`config.mk`:
```
export PLATFORM = sky130hd
export DESIGN_NAME = wb_arbiter_flat
export DESIGN_NICKNAME = d
export VERILOG_FILES = /design/src/rtl/wb_arbiter_if.sv /design/src/rtl/wb_arbiter.sv /design/src/flat_wrapper.sv
export SDC_FILE = /design/constraint.sdc
export NUM_CORES = 1
export LEC_CHECK = 0
export CAP_MARGIN = 20
export CORE_AREA = 5 5 92 94
export CTS_CLUSTER_SIZE = 8
export DETAILED_ROUTE_END_ITERATION = 7
export DIE_AREA = 0 0 97 99
export PLACE_DENSITY_LB_ADDON = 0.12
export SYNTH_ARGS = -nofsm -noshare
export SYNTH_HDL_FRONTEND = slang
export SYNTH_SLANG_ARGS = --single-unit
```
`constraint.sdc`:
```
create_clock -name clk -period 2.8 [get_ports clk]
set_input_delay 0.84 -clock clk [delete_from_list [all_inputs] [get_ports clk]]
set_output_delay 0.84 -clock clk [all_outputs]
set_load 0.01 [all_outputs]
```
`src/rtl/wb_arbiter_if.sv`:
```
// Writeback arbiter bus bundle: ALU result channel, load issue/return
// channel, and the register-file / CPSR write port with the busy scoreboard.
// "master" is the pipeline side that offers results; "slave" is the arbiter.
interface wb_arbiter_if #(
   parameter int DW   = 8,
   parameter int NREG = 16
);
   // ALU result channel (valid/ready)
   logic            alu_valid;
   logic            alu_ready;
   logic [3:0]      alu_rd;
   logic [DW-1:0]   alu_result;
   logic            alu_set_flags;
   logic [3:0]      alu_flags;

   // Load issue (marks destination busy) and load data return (no ready)
   logic            ld_issue;
   logic [3:0]      ld_issue_rd;
   logic            mem_valid;
   logic [3:0]      mem_rd;
   logic [DW-1:0]   mem_data;

   // Register-file write port, CPSR update port and busy scoreboard
   logic            reg_write;
   logic [3:0]      rd;
   logic [DW-1:0]   WD;
   logic            cpsr_write;
   logic [3:0]      conditions_flags;
   logic [NREG-1:0] busy_mask;

   modport master (
      output alu_valid, alu_rd, alu_result, alu_set_flags, alu_flags,
      output ld_issue, ld_issue_rd,
      output mem_valid, mem_rd, mem_data,
      input  alu_ready,
      input  reg_write, rd, WD, cpsr_write, conditions_flags, busy_mask
   );

   modport slave (
      input  alu_valid, alu_rd, alu_result, alu_set_flags, alu_flags,
      input  ld_issue, ld_issue_rd,
      input  mem_valid, mem_rd, mem_data,
      output alu_ready,
      output reg_write, rd, WD, cpsr_write, conditions_flags, busy_mask
   );
endinterface

```
`src/rtl/wb_arbiter.sv`:
```
// Writeback arbiter: one register-file write per cycle, chosen from returning
// load data (highest priority), the head of a small in-order ALU result FIFO,
// or a freshly accepted ALU result that bypasses an empty FIFO. Also keeps
// the per-register busy scoreboard that decode stalls on.
// The interface instance must be built with the same DW/NREG as this module.
module wb_arbiter #(
   parameter int DW    = 8,
   parameter int NREG  = 16,
   parameter int DEPTH = 2
) (
   input  logic         clk,
   input  logic         rst_n,
   wb_arbiter_if.slave  bus
);

   // Pointer width is kept at least 1 so DEPTH=1 still has a legal index.
   localparam int PW = (DEPTH > 1) ? $clog2(DEPTH) : 1;
   localparam int CW = $clog2(DEPTH + 1);
   localparam logic [CW-1:0] DEPTH_C  = CW'(DEPTH);
   localparam logic [PW-1:0] LAST_PTR = PW'(DEPTH - 1);

   typedef struct packed {
      logic [3:0]    rd;
      logic [DW-1:0] data;
      logic          set_flags;
      logic [3:0]    flags;
   } entry_t;

   // FIFO storage and control
   entry_t          fifo_mem [DEPTH];
   logic [PW-1:0]   wr_ptr_reg;
   logic [PW-1:0]   rd_ptr_reg;
   logic [CW-1:0]   count_reg;
   logic [CW-1:0]   count_next;

   // Registered write-port outputs
   logic            reg_write_reg,  reg_write_next;
   logic [3:0]      rd_reg,         rd_next;
   logic [DW-1:0]   wd_reg,         wd_next;
   logic            cpsr_write_reg, cpsr_write_next;
   logic [3:0]      flags_reg,      flags_next;

   // Scoreboard
   logic [NREG-1:0] busy_reg;
   logic [NREG-1:0] busy_next;

   // Per-cycle decisions
   logic            alu_acc;
   logic            fifo_empty;
   logic            push;
   logic            pop;
   logic            bypass;
   entry_t          alu_entry;
   entry_t          head;

   function automatic logic [PW-1:0] ptr_inc(input logic [PW-1:0] p);
      return (p == LAST_PTR) ? '0 : p + PW'(1);
   endfunction

   // Ready is held low during reset and whenever the FIFO is full; a full
   // FIFO never passes a new result straight through.
   assign bus.alu_ready = rst_n & (count_reg < DEPTH_C);

   assign alu_acc    = bus.alu_valid & bus.alu_ready;
   assign fifo_empty = (count_reg == '0);
   assign head       = fifo_mem[rd_ptr_reg];

   assign alu_entry.rd        = bus.alu_rd;
   assign alu_entry.data      = bus.alu_result;
   assign alu_entry.set_flags = bus.alu_set_flags;
   assign alu_entry.flags     = bus.alu_flags;

   // Write-slot selection: memory return, then FIFO head, then ALU bypass.
   always_comb begin
      reg_write_next  = 1'b0;
      rd_next         = rd_reg;
      wd_next         = wd_reg;
      cpsr_write_next = 1'b0;
      flags_next      = flags_reg;
      pop             = 1'b0;
      bypass          = 1'b0;
      if (bus.mem_valid) begin
         reg_write_next = 1'b1;
         rd_next        = bus.mem_rd;
         wd_next        = bus.mem_data;
      end else if (!fifo_empty) begin
         pop            = 1'b1;
         reg_write_next = 1'b1;
         rd_next        = head.rd;
         wd_next        = head.data;
         if (head.set_flags) begin
            cpsr_write_next = 1'b1;
            flags_next      = head.flags;
         end
      end else if (alu_acc) begin
         bypass         = 1'b1;
         reg_write_next = 1'b1;
         rd_next        = alu_entry.rd;
         wd_next        = alu_entry.data;
         if (alu_entry.set_flags) begin
            cpsr_write_next = 1'b1;
            flags_next      = alu_entry.flags;
         end
      end
   end

   // Anything accepted but not bypassed joins the queue behind older entries.
   assign push = alu_acc & ~bypass;

   // Occupancy update; a simultaneous push and pop leaves it unchanged.
   always_comb begin
      count_next = count_reg;
      if (push && !pop) begin
         count_next = count_reg + CW'(1);
      end else if (pop && !push) begin
         count_next = count_reg - CW'(1);
      end
   end

   // Scoreboard next state, one bit per register. A set on the same edge as
   // a clear wins, so a freshly issued write is never lost. A bypassed ALU
   // result is written on its accept edge, so it never marks its register.
   generate
      for (genvar gi = 0; gi < NREG; gi++) begin : g_busy
         logic set_bit;
         logic clr_bit;
         assign set_bit = (bus.ld_issue && (bus.ld_issue_rd == 4'(gi))) ||
                          (push && (bus.alu_rd == 4'(gi)));
         assign clr_bit = reg_write_next && (rd_next == 4'(gi));
         assign busy_next[gi] = set_bit | (busy_reg[gi] & ~clr_bit);
      end
   endgenerate

   // FIFO payload storage; contents are only meaningful below count_reg, so
   // it needs no reset.
   always_ff @(posedge clk) begin
      if (push) begin
         fifo_mem[wr_ptr_reg] <= alu_entry;
      end
   end

   // FIFO pointers and occupancy; reset drops every queued entry.
   always_ff @(posedge clk or negedge rst_n) begin
      if (!rst_n) begin
         wr_ptr_reg <= '0;
         rd_ptr_reg <= '0;
         count_reg  <= '0;
      end else begin
         if (push) begin
            wr_ptr_reg <= ptr_inc(wr_ptr_reg);
         end
         if (pop) begin
            rd_ptr_reg <= ptr_inc(rd_ptr_reg);
         end
         count_reg <= count_next;
      end
   end

   // Registered write port, CPSR port and busy scoreboard.
   always_ff @(posedge clk or negedge rst_n) begin
      if (!rst_n) begin
         reg_write_reg  <= 1'b0;
         rd_reg         <= '0;
         wd_reg         <= '0;
         cpsr_write_reg <= 1'b0;
         flags_reg      <= '0;
         busy_reg       <= '0;
      end else begin
         reg_write_reg  <= reg_write_next;
         rd_reg         <= rd_next;
         wd_reg         <= wd_next;
         cpsr_write_reg <= cpsr_write_next;
         flags_reg      <= flags_next;
         busy_reg       <= busy_next;
      end
   end

   assign bus.reg_write        = reg_write_reg;
   assign bus.rd               = rd_reg;
   assign bus.WD               = wd_reg;
   assign bus.cpsr_write       = cpsr_write_reg;
   assign bus.conditions_flags = flags_reg;
   assign bus.busy_mask        = busy_reg;

   // Load data must only return for a register that has a pending write.
   mem_rd_busy_a : assert property (
      @(posedge clk) disable iff (!rst_n)
      bus.mem_valid |-> busy_reg[bus.mem_rd]
   );

endmodule

```
`src/flat_wrapper.sv`:
```
// flat-port wrapper written by rule: the top's interface ports become plain ports
module wb_arbiter_flat 
#(
   parameter int DW    = 8,
   parameter int NREG  = 16,
   parameter int DEPTH = 2
)
  (clk, rst_n, bus_alu_valid, bus_alu_rd, bus_alu_result, bus_alu_set_flags, bus_alu_flags, bus_ld_issue, bus_ld_issue_rd, bus_mem_valid, bus_mem_rd, bus_mem_data, bus_alu_ready, bus_reg_write, bus_rd, bus_WD, bus_cpsr_write, bus_conditions_flags, bus_busy_mask);
  wb_arbiter_if #(.DW(DW), .NREG(NREG)) bus_i ();
  input  logic clk;
  input  logic rst_n;
  input wire logic [$bits(bus_i.alu_valid)-1:0] bus_alu_valid;
  input wire logic [$bits(bus_i.alu_rd)-1:0] bus_alu_rd;
  input wire logic [$bits(bus_i.alu_result)-1:0] bus_alu_result;
  input wire logic [$bits(bus_i.alu_set_flags)-1:0] bus_alu_set_flags;
  input wire logic [$bits(bus_i.alu_flags)-1:0] bus_alu_flags;
  input wire logic [$bits(bus_i.ld_issue)-1:0] bus_ld_issue;
  input wire logic [$bits(bus_i.ld_issue_rd)-1:0] bus_ld_issue_rd;
  input wire logic [$bits(bus_i.mem_valid)-1:0] bus_mem_valid;
  input wire logic [$bits(bus_i.mem_rd)-1:0] bus_mem_rd;
  input wire logic [$bits(bus_i.mem_data)-1:0] bus_mem_data;
  output wire logic [$bits(bus_i.alu_ready)-1:0] bus_alu_ready;
  output wire logic [$bits(bus_i.reg_write)-1:0] bus_reg_write;
  output wire logic [$bits(bus_i.rd)-1:0] bus_rd;
  output wire logic [$bits(bus_i.WD)-1:0] bus_WD;
  output wire logic [$bits(bus_i.cpsr_write)-1:0] bus_cpsr_write;
  output wire logic [$bits(bus_i.conditions_flags)-1:0] bus_conditions_flags;
  output wire logic [$bits(bus_i.busy_mask)-1:0] bus_busy_mask;
  assign bus_i.alu_valid = bus_alu_valid;
  assign bus_i.alu_rd = bus_alu_rd;
  assign bus_i.alu_result = bus_alu_result;
  assign bus_i.alu_set_flags = bus_alu_set_flags;
  assign bus_i.alu_flags = bus_alu_flags;
  assign bus_i.ld_issue = bus_ld_issue;
  assign bus_i.ld_issue_rd = bus_ld_issue_rd;
  assign bus_i.mem_valid = bus_mem_valid;
  assign bus_i.mem_rd = bus_mem_rd;
  assign bus_i.mem_data = bus_mem_data;
  assign bus_alu_ready = bus_i.alu_ready;
  assign bus_reg_write = bus_i.reg_write;
  assign bus_rd = bus_i.rd;
  assign bus_WD = bus_i.WD;
  assign bus_cpsr_write = bus_i.cpsr_write;
  assign bus_conditions_flags = bus_i.conditions_flags;
  assign bus_busy_mask = bus_i.busy_mask;
  wb_arbiter #(.DW(DW), .NREG(NREG), .DEPTH(DEPTH)) u_core (.clk(clk), .rst_n(rst_n), .bus(bus_i));
endmodule
```
==> results of run 1 <==
per-stage QoR:
stage / hold WS, ps / TNS [ps] / utilization, % / std cells / area (um2)
after floorplan: 474 / 0 / - / 279 / 3350
after global placement: 462 / 0 / 57.8 / 469 / 4370
after detailed placement: 471 / -130 / 57.8 / 469 / 4370
after CTS: 332 / 0 / 60.5 / 484 / 4580
after global routing: 329 / 0 / 60.5 / 484 / 4580
final: 345 / 0 / 60.5 / 484 / 4580
worst max-delay path by stage:
stage	start	endpoint	slack, ps	cells after the start
floorplan	bus_mem_valid	u_core.fifo_mem[0][0]	270	3
global placement	bus_mem_valid	u_core.bus.busy_mask[2]	10	7
detailed placement	bus_mem_valid	u_core.bus.busy_mask[2]	-40	7
CTS	rst_n	bus_alu_ready	210	3
global route	rst_n	bus_alu_ready	140	3
finish	rst_n	bus_alu_ready	220	3
power breakdown:
group	internal (W)	total [W]	switching [W]
clock network	0.000493	0.000871	0.000378
logic	0.000755	0.00136	0.000602
registers	0.00136	0.00155	0.000185
cell usage in the layout (no fill, tap or decap), types with 3 or more instances in the layout:
cell type,count
mux2i_1,14
clkdlybuf4s50_1,71
a221o_1,3
o21ai_0,12
a21oi_1,9
o31ai_1,8
nor2_1,17
edfxtp_1,34
clkbuf_8,9
a211oi_1,11
mux2_2,4
o31ai_2,4
and2_1,3
o311ai_1,5
o221ai_1,6
nand3_1,12
nor3_1,5
nand2_1,25
buf_4,29
dfrtp_1,38
nor2b_1,6
nand2b_1,5
inv_1,5
cell families (layout without fill, tap and decap cells):
logic type | after synthesis | after routing
multiplexers | 18 | 18
buffers and inverters | 22 | 125
AO/OA/AOI/OAI | 75 | 75
flip-flops | 72 | 72
XOR/XNOR | 3 | 3
AND/OR/NAND/NOR | 89 | 89
synth_stat cells (2+ instances only):
master / n
a211o_1: 2
a211oi_1: 11
a21oi_1: 9
a221o_1: 3
and2_1: 3
and3_1: 2
buf_1: 2
buf_2: 5
buf_4: 2
buf_6: 2
clkbuf_1: 4
dfrtp_1: 38
edfxtp_1: 34
inv_1: 5
inv_4: 2
mux2_2: 4
mux2i_1: 14
nand2_1: 25
nand2b_1: 5
nand3_1: 12
nor2_1: 17
nor2b_1: 6
nor3_1: 5
nor3_2: 2
nor4_1: 3
o211ai_1: 2
o21ai_0: 12
o21ai_1: 2
o221ai_1: 6
o311ai_1: 5
o31a_1: 2
o31ai_1: 8
o31ai_2: 4
or3_1: 2
xnor2_1: 2
layout make-up:
cell class | count | share of cell area [%]
timing repair buffer | 103 | 21.3
clock inverter | 6 | 1.86
clock buffer | 9 | 2.70
tap | 102 | 2.79
sequential | 72 | 43.1
inverter | 7 | 0.683
multi-input combinational | 185 | 27.7
routing by layer:
metal	global-route usage, %	share of wire, %	wire length (um)
met2	28.3	47	3810
met5	0	0	0
met4	6.26	0.93	75
met3	4.46	6.1	491
met1	22.4	46	3680
==> results.toml, run 1 <==
[detailed_routing]
routed-via-count = 2598
drc = 0
post_drt_via_cell_ratio = 5.37
drt_first_iter_violations = 77
firstDrtPassIters = 5
ant_nets = 0
wl_mm = 8.06
wl_per_cell_um = 16.6

[cts]
depth_of_the_cts_h_tree = 3
cts-resized-gates = 0
post_cts_buffers = 0
cts.clk_slew.worst_paths_ps = 70
clk-insertion-delay-late_ps = 330
ctsHoldBuffers = 0
cts-buffers-inserted = 9
clock_tree.buffer_depth = 2
clkSinkCount = 72
cts.root.buffer_cell = "clkbuf_8"
tritoncts = "yes"

[yosys]
synth_fa_ha_area_share_pct = 0
synth-simple-area-share_pct = 13.4
synth_unique_cells = 52
xor_xnor_share_of_the_synthesized_area_pct = 0.787
main_combinational_cell_family_by_area_after_synthesis = "compound AO/OA/AOI/OAI gates"
post_synth_main_area_contributors = "edfxtp_1 31%, dfrtp_1 28%, mux2i_1 4.2%, nand2_1 2.8%, a211oi_1 2.5%"
synth-compound-area-share_pct = 17.7
ys_ff_latch = 72
synth_enable_flop_cells = 34
netlist_instances = 279
synth_area_leader_cell = "edfxtp_1"
seq_area_frac_synth_pct = 59.0
yosys-mux-area-fraction_pct = 5.55
postSynthAreaPerCell_um2 = 12.0
postSynthNetCount = 317
synth_area_um2 = 3340
yosys_most_used_dff = "dfrtp_1"
yosys_warnings = 0
async_reset_ff_share_pct = 52.8
synth.top_cell.area_share_pct = 30.6

[finish]
fillCellCount = 627
largest_register_ff_count = 34
final_nets = 416
area_occupied_by_multi_input_gates_um2 = 1270
seqCellArea_um2 = 1970
largest_register_by_flop_count = "u_core.fifo_mem"
post_route_cells_drive_above_1_share_pct = 18.3
syn_to_final_growth_pct = 37.1
antenna_cells_inserted = 0

[timing]
slew_viol_final = 0
achievable-frequency_mhz = 388
fin_crit_ps = 2580
max-slew-margin-rel_pct = 61.4
finalHoldViolCount = 0
setup_ws_ps = 221
clock_skew_ps = 7.49
worst_pin_slew_ps = 577
setup_violations = 0
setup_repair_after_global_routing_missed_its_margin = "false"
min_period_over_period_pct = 92.1

[setup_path]
cp_slowest_cell = "clkdlybuf4s50_1"
critPathBufInv = 2
max_stage_delay_ps = 540
critical_path_peak_fanout = 9
r2r-end = "u_core.bus.busy_mask[2]"
critical_path_rt_ps = 1960
critical_path.reg2reg.startpoint = "u_core.count_reg[1]"
timing_worst_setup_path_type = "in -> out"
critical_path.startpoint_type = "primary input"
cp-end-kind = "primary output"
cp.arrival_ps = 1740
timing.critical_path.max_delay_family = "buffers and inverters"
worst-r2r-cell-count = 7
crit_chain = "buf_2 -> nor2b_1 -> clkdlybuf4s50_1"
rrSetupSlack_ps = 550

[die]
die-width_um = 97
start_util_pct = 44.1
row_count = 32
boundaryPins = 73
die_h_um = 99
die_area_um2 = 9600
coreArea_um2 = 7570

[grt]
grt_pass1_wl_mm = 13.3
antenna_found_initial = 0
grt_max_degree = 27
grt_remaining_overflow = 0
number_of_global_route_vias_before_repair = 2632
global_route.usage.total_pct = 17.4

[pwr]
total_power_w = 0.00378
power.density_nw_per_um2 = 825
power_leakage_nw = 1.73
worst_ir_drop_vdd_mv = 0.470

[flow_run]
cap_viol_max_count = 0

[place]
detailedPlace.worstSlack_ps = -41.7
gp_congestion = 0.915
port_buffers = 72
detailedPlacementHpwl_mm = 6.05

[hold_path]
worst_hold_path_type = "in -> async"

[outcome]
status = "completed"
No activity file was read; power rests on OpenSTA's default activity.
==> run 2, diff against run 1 <==
--- a/config.mk
+++ b/config.mk
@@ -14,3 +14,4 @@
 export SYNTH_ARGS = -nofsm -noshare
 export SYNTH_HDL_FRONTEND = slang
 export SYNTH_SLANG_ARGS = --single-unit
+export TNS_END_PERCENT = 20
==> results of run 2 <==
Same layout as run 1: the final DEF is identical, and so are final timing and power.
==> run 3, diff against run 2 <==
--- a/config.mk
+++ b/config.mk
@@ -6,10 +6,11 @@
 export NUM_CORES = 1
 export LEC_CHECK = 0
 export CAP_MARGIN = 20
-export CORE_AREA = 5 5 92 94
+export CORE_AREA = 2 2 89 91
 export CTS_CLUSTER_SIZE = 8
 export DETAILED_ROUTE_END_ITERATION = 7
-export DIE_AREA = 0 0 97 99
+export DIE_AREA = 0 0 91 93
+export MAX_ROUTING_LAYER = met4
 export PLACE_DENSITY_LB_ADDON = 0.12
 export SYNTH_ARGS = -nofsm -noshare
 export SYNTH_HDL_FRONTEND = slang
==> results.toml, run 3 (synthesis gave the netlist of run 1 again) <==
[grt]
grt_remaining_overflow = 0
global_route.usage.total_pct = 21.3
grt_pass1_wl_mm = 13.7
antenna_found_initial = 1
number_of_global_route_vias_before_repair = 2715
grt_max_degree = 23

[outcome]
status = "completed"

[detailed_routing]
routed-via-count = 2614
detailroute.wirelength.met3_um = 447
wl_per_cell_um = 17.1
firstDrtPassIters = 5
wl_mm = 8.26
drt_first_iter_violations = 155
route.top_layer_used = "met4"
post_drt_via_cell_ratio = 5.42
met2RoutedLength_mm = 4.03
drc = 0
ant_nets = 0
wire_length_on_met1_mm = 3.68

[hold_path]
worst_hold_path_type = "in -> async"

[finish]
seqCellArea_um2 = 1970
area_occupied_by_multi_input_gates_um2 = 1270
fillCellCount = 647
post_route_cells_drive_above_1_share_pct = 17.2
largest_register_ff_count = 34
largest_register_by_flop_count = "u_core.fifo_mem"
final_nets = 413
syn_to_final_growth_pct = 35.1
mostFrequentLayoutCell = "clkdlybuf4s50_1"
most-common-layout-cells = "71 x clkdlybuf4s50_1, 38 x dfrtp_1, 34 x edfxtp_1"

[cts]
cts-buffers-inserted = 9
cts.clk_slew.worst_paths_ps = 70
clkSinkCount = 72
tritoncts = "yes"
cts.root.buffer_cell = "clkbuf_8"
clock_tree.buffer_depth = 2
clk-insertion-delay-late_ps = 340
ctsHoldBuffers = 0
cts-resized-gates = 0
depth_of_the_cts_h_tree = 3
post_cts_buffers = 0

[die]
coreArea_um2 = 7530
die_h_um = 93
die-width_um = 91
row_count = 32
die_area_um2 = 8460
boundaryPins = 73
start_util_pct = 44.4

[timing]
worst_pin_slew_ps = 644
clock_skew_ps = 9.89
finalHoldViolCount = 0
min_period_over_period_pct = 91.4
setup_ws_ps = 240
setup_violations = 0
slew_viol_final = 0
max-slew-margin-rel_pct = 57.0
setup_repair_after_global_routing_missed_its_margin = "false"
fin_hold_ws_ps = 325
achievable-frequency_mhz = 391
fin_crit_ps = 2560

[setup_path]
critical_path.reg2reg.startpoint = "u_core.count_reg[1]"
critical_path.startpoint_type = "primary input"
r2r-end = "u_core.bus.busy_mask[9]"
critical_path_peak_fanout = 8
timing_worst_setup_path_type = "in -> out"
rrSetupSlack_ps = 520
critPathBufInv = 2
timing.critical_path.max_delay_family = "buffers and inverters"
cp-end-kind = "primary output"
max_stage_delay_ps = 550
critical_path_rt_ps = 1960
cp.arrival_ps = 1720
crit_chain = "buf_2 -> nor2b_1 -> clkdlybuf4s50_1"
worst-r2r-cell-count = 6
cp_slowest_cell = "clkdlybuf4s50_1"

[pwr]
power.density_nw_per_um2 = 798
power_leakage_nw = 1.69
worst_ir_drop_vdd_mv = 0.470

[place]
detailedPlace.worstSlack_ps = -53.5
detailedPlacementHpwl_mm = 6.00
gp_congestion = 0.937
port_buffers = 72

[flow_run]
cap_viol_max_count = 0
[run 3: layout make-up]
class,instances,area share (%)
Antenna cell,1,0.0554
Clock buffer,10,2.83
Clock inverter,5,0.776
Inverter,7,0.693
Multi-Input combinational cell,185,28.1
Sequential cell,72,43.7
Tap cell,102,2.83
Timing Repair Buffer,100,21.1
[run 3: layer usage]
metal  vias up  track usage (%)
met5         -                -
met4         0             8.59
met3        13             4.51
met2        93             33.9
met1      1256             26.9
li1       1252                -
[run 3: where the power goes]
part,internal [W],switching [W]
clock network,0.000317,0.000377
logic,0.000744,0.000608
registers,0.00137,0.000190
[run 3: how the worst max path moves through the flow]
stage                       start                       to  cells past startpoint
floorplan           bus_mem_valid    u_core.fifo_mem[0][0]                      3
global placement    bus_mem_valid  u_core.bus.busy_mask[7]                      7
detailed placement  bus_mem_valid  u_core.bus.busy_mask[5]                      7
CTS                         rst_n            bus_alu_ready                      3
global route        bus_alu_valid  u_core.bus.busy_mask[5]                      7
finish                      rst_n            bus_alu_ready                      3
[run 3: through the flow]
| step | instance area, um2 | total power [W] | instances | utilization (%) | TNS (ps) |
|---|---|---|---|---|---|
| 2_1_floorplan | 3350 | 0.00223 | 279 | - | 0 |
| 3_3_place_gp | 4350 | 0.00291 | 466 | 57.8 | 0 |
| 3_5_place_dp | 4350 | 0.00293 | 466 | 57.8 | -339 |
| 4_1_cts | 4510 | 0.00364 | 481 | 59.9 | 0 |
| 5_1_grt | 4510 | 0.00382 | 482 | 60.0 | 0 |
| 6_report | 4510 | 0.00360 | 482 | 60.0 | 0 |
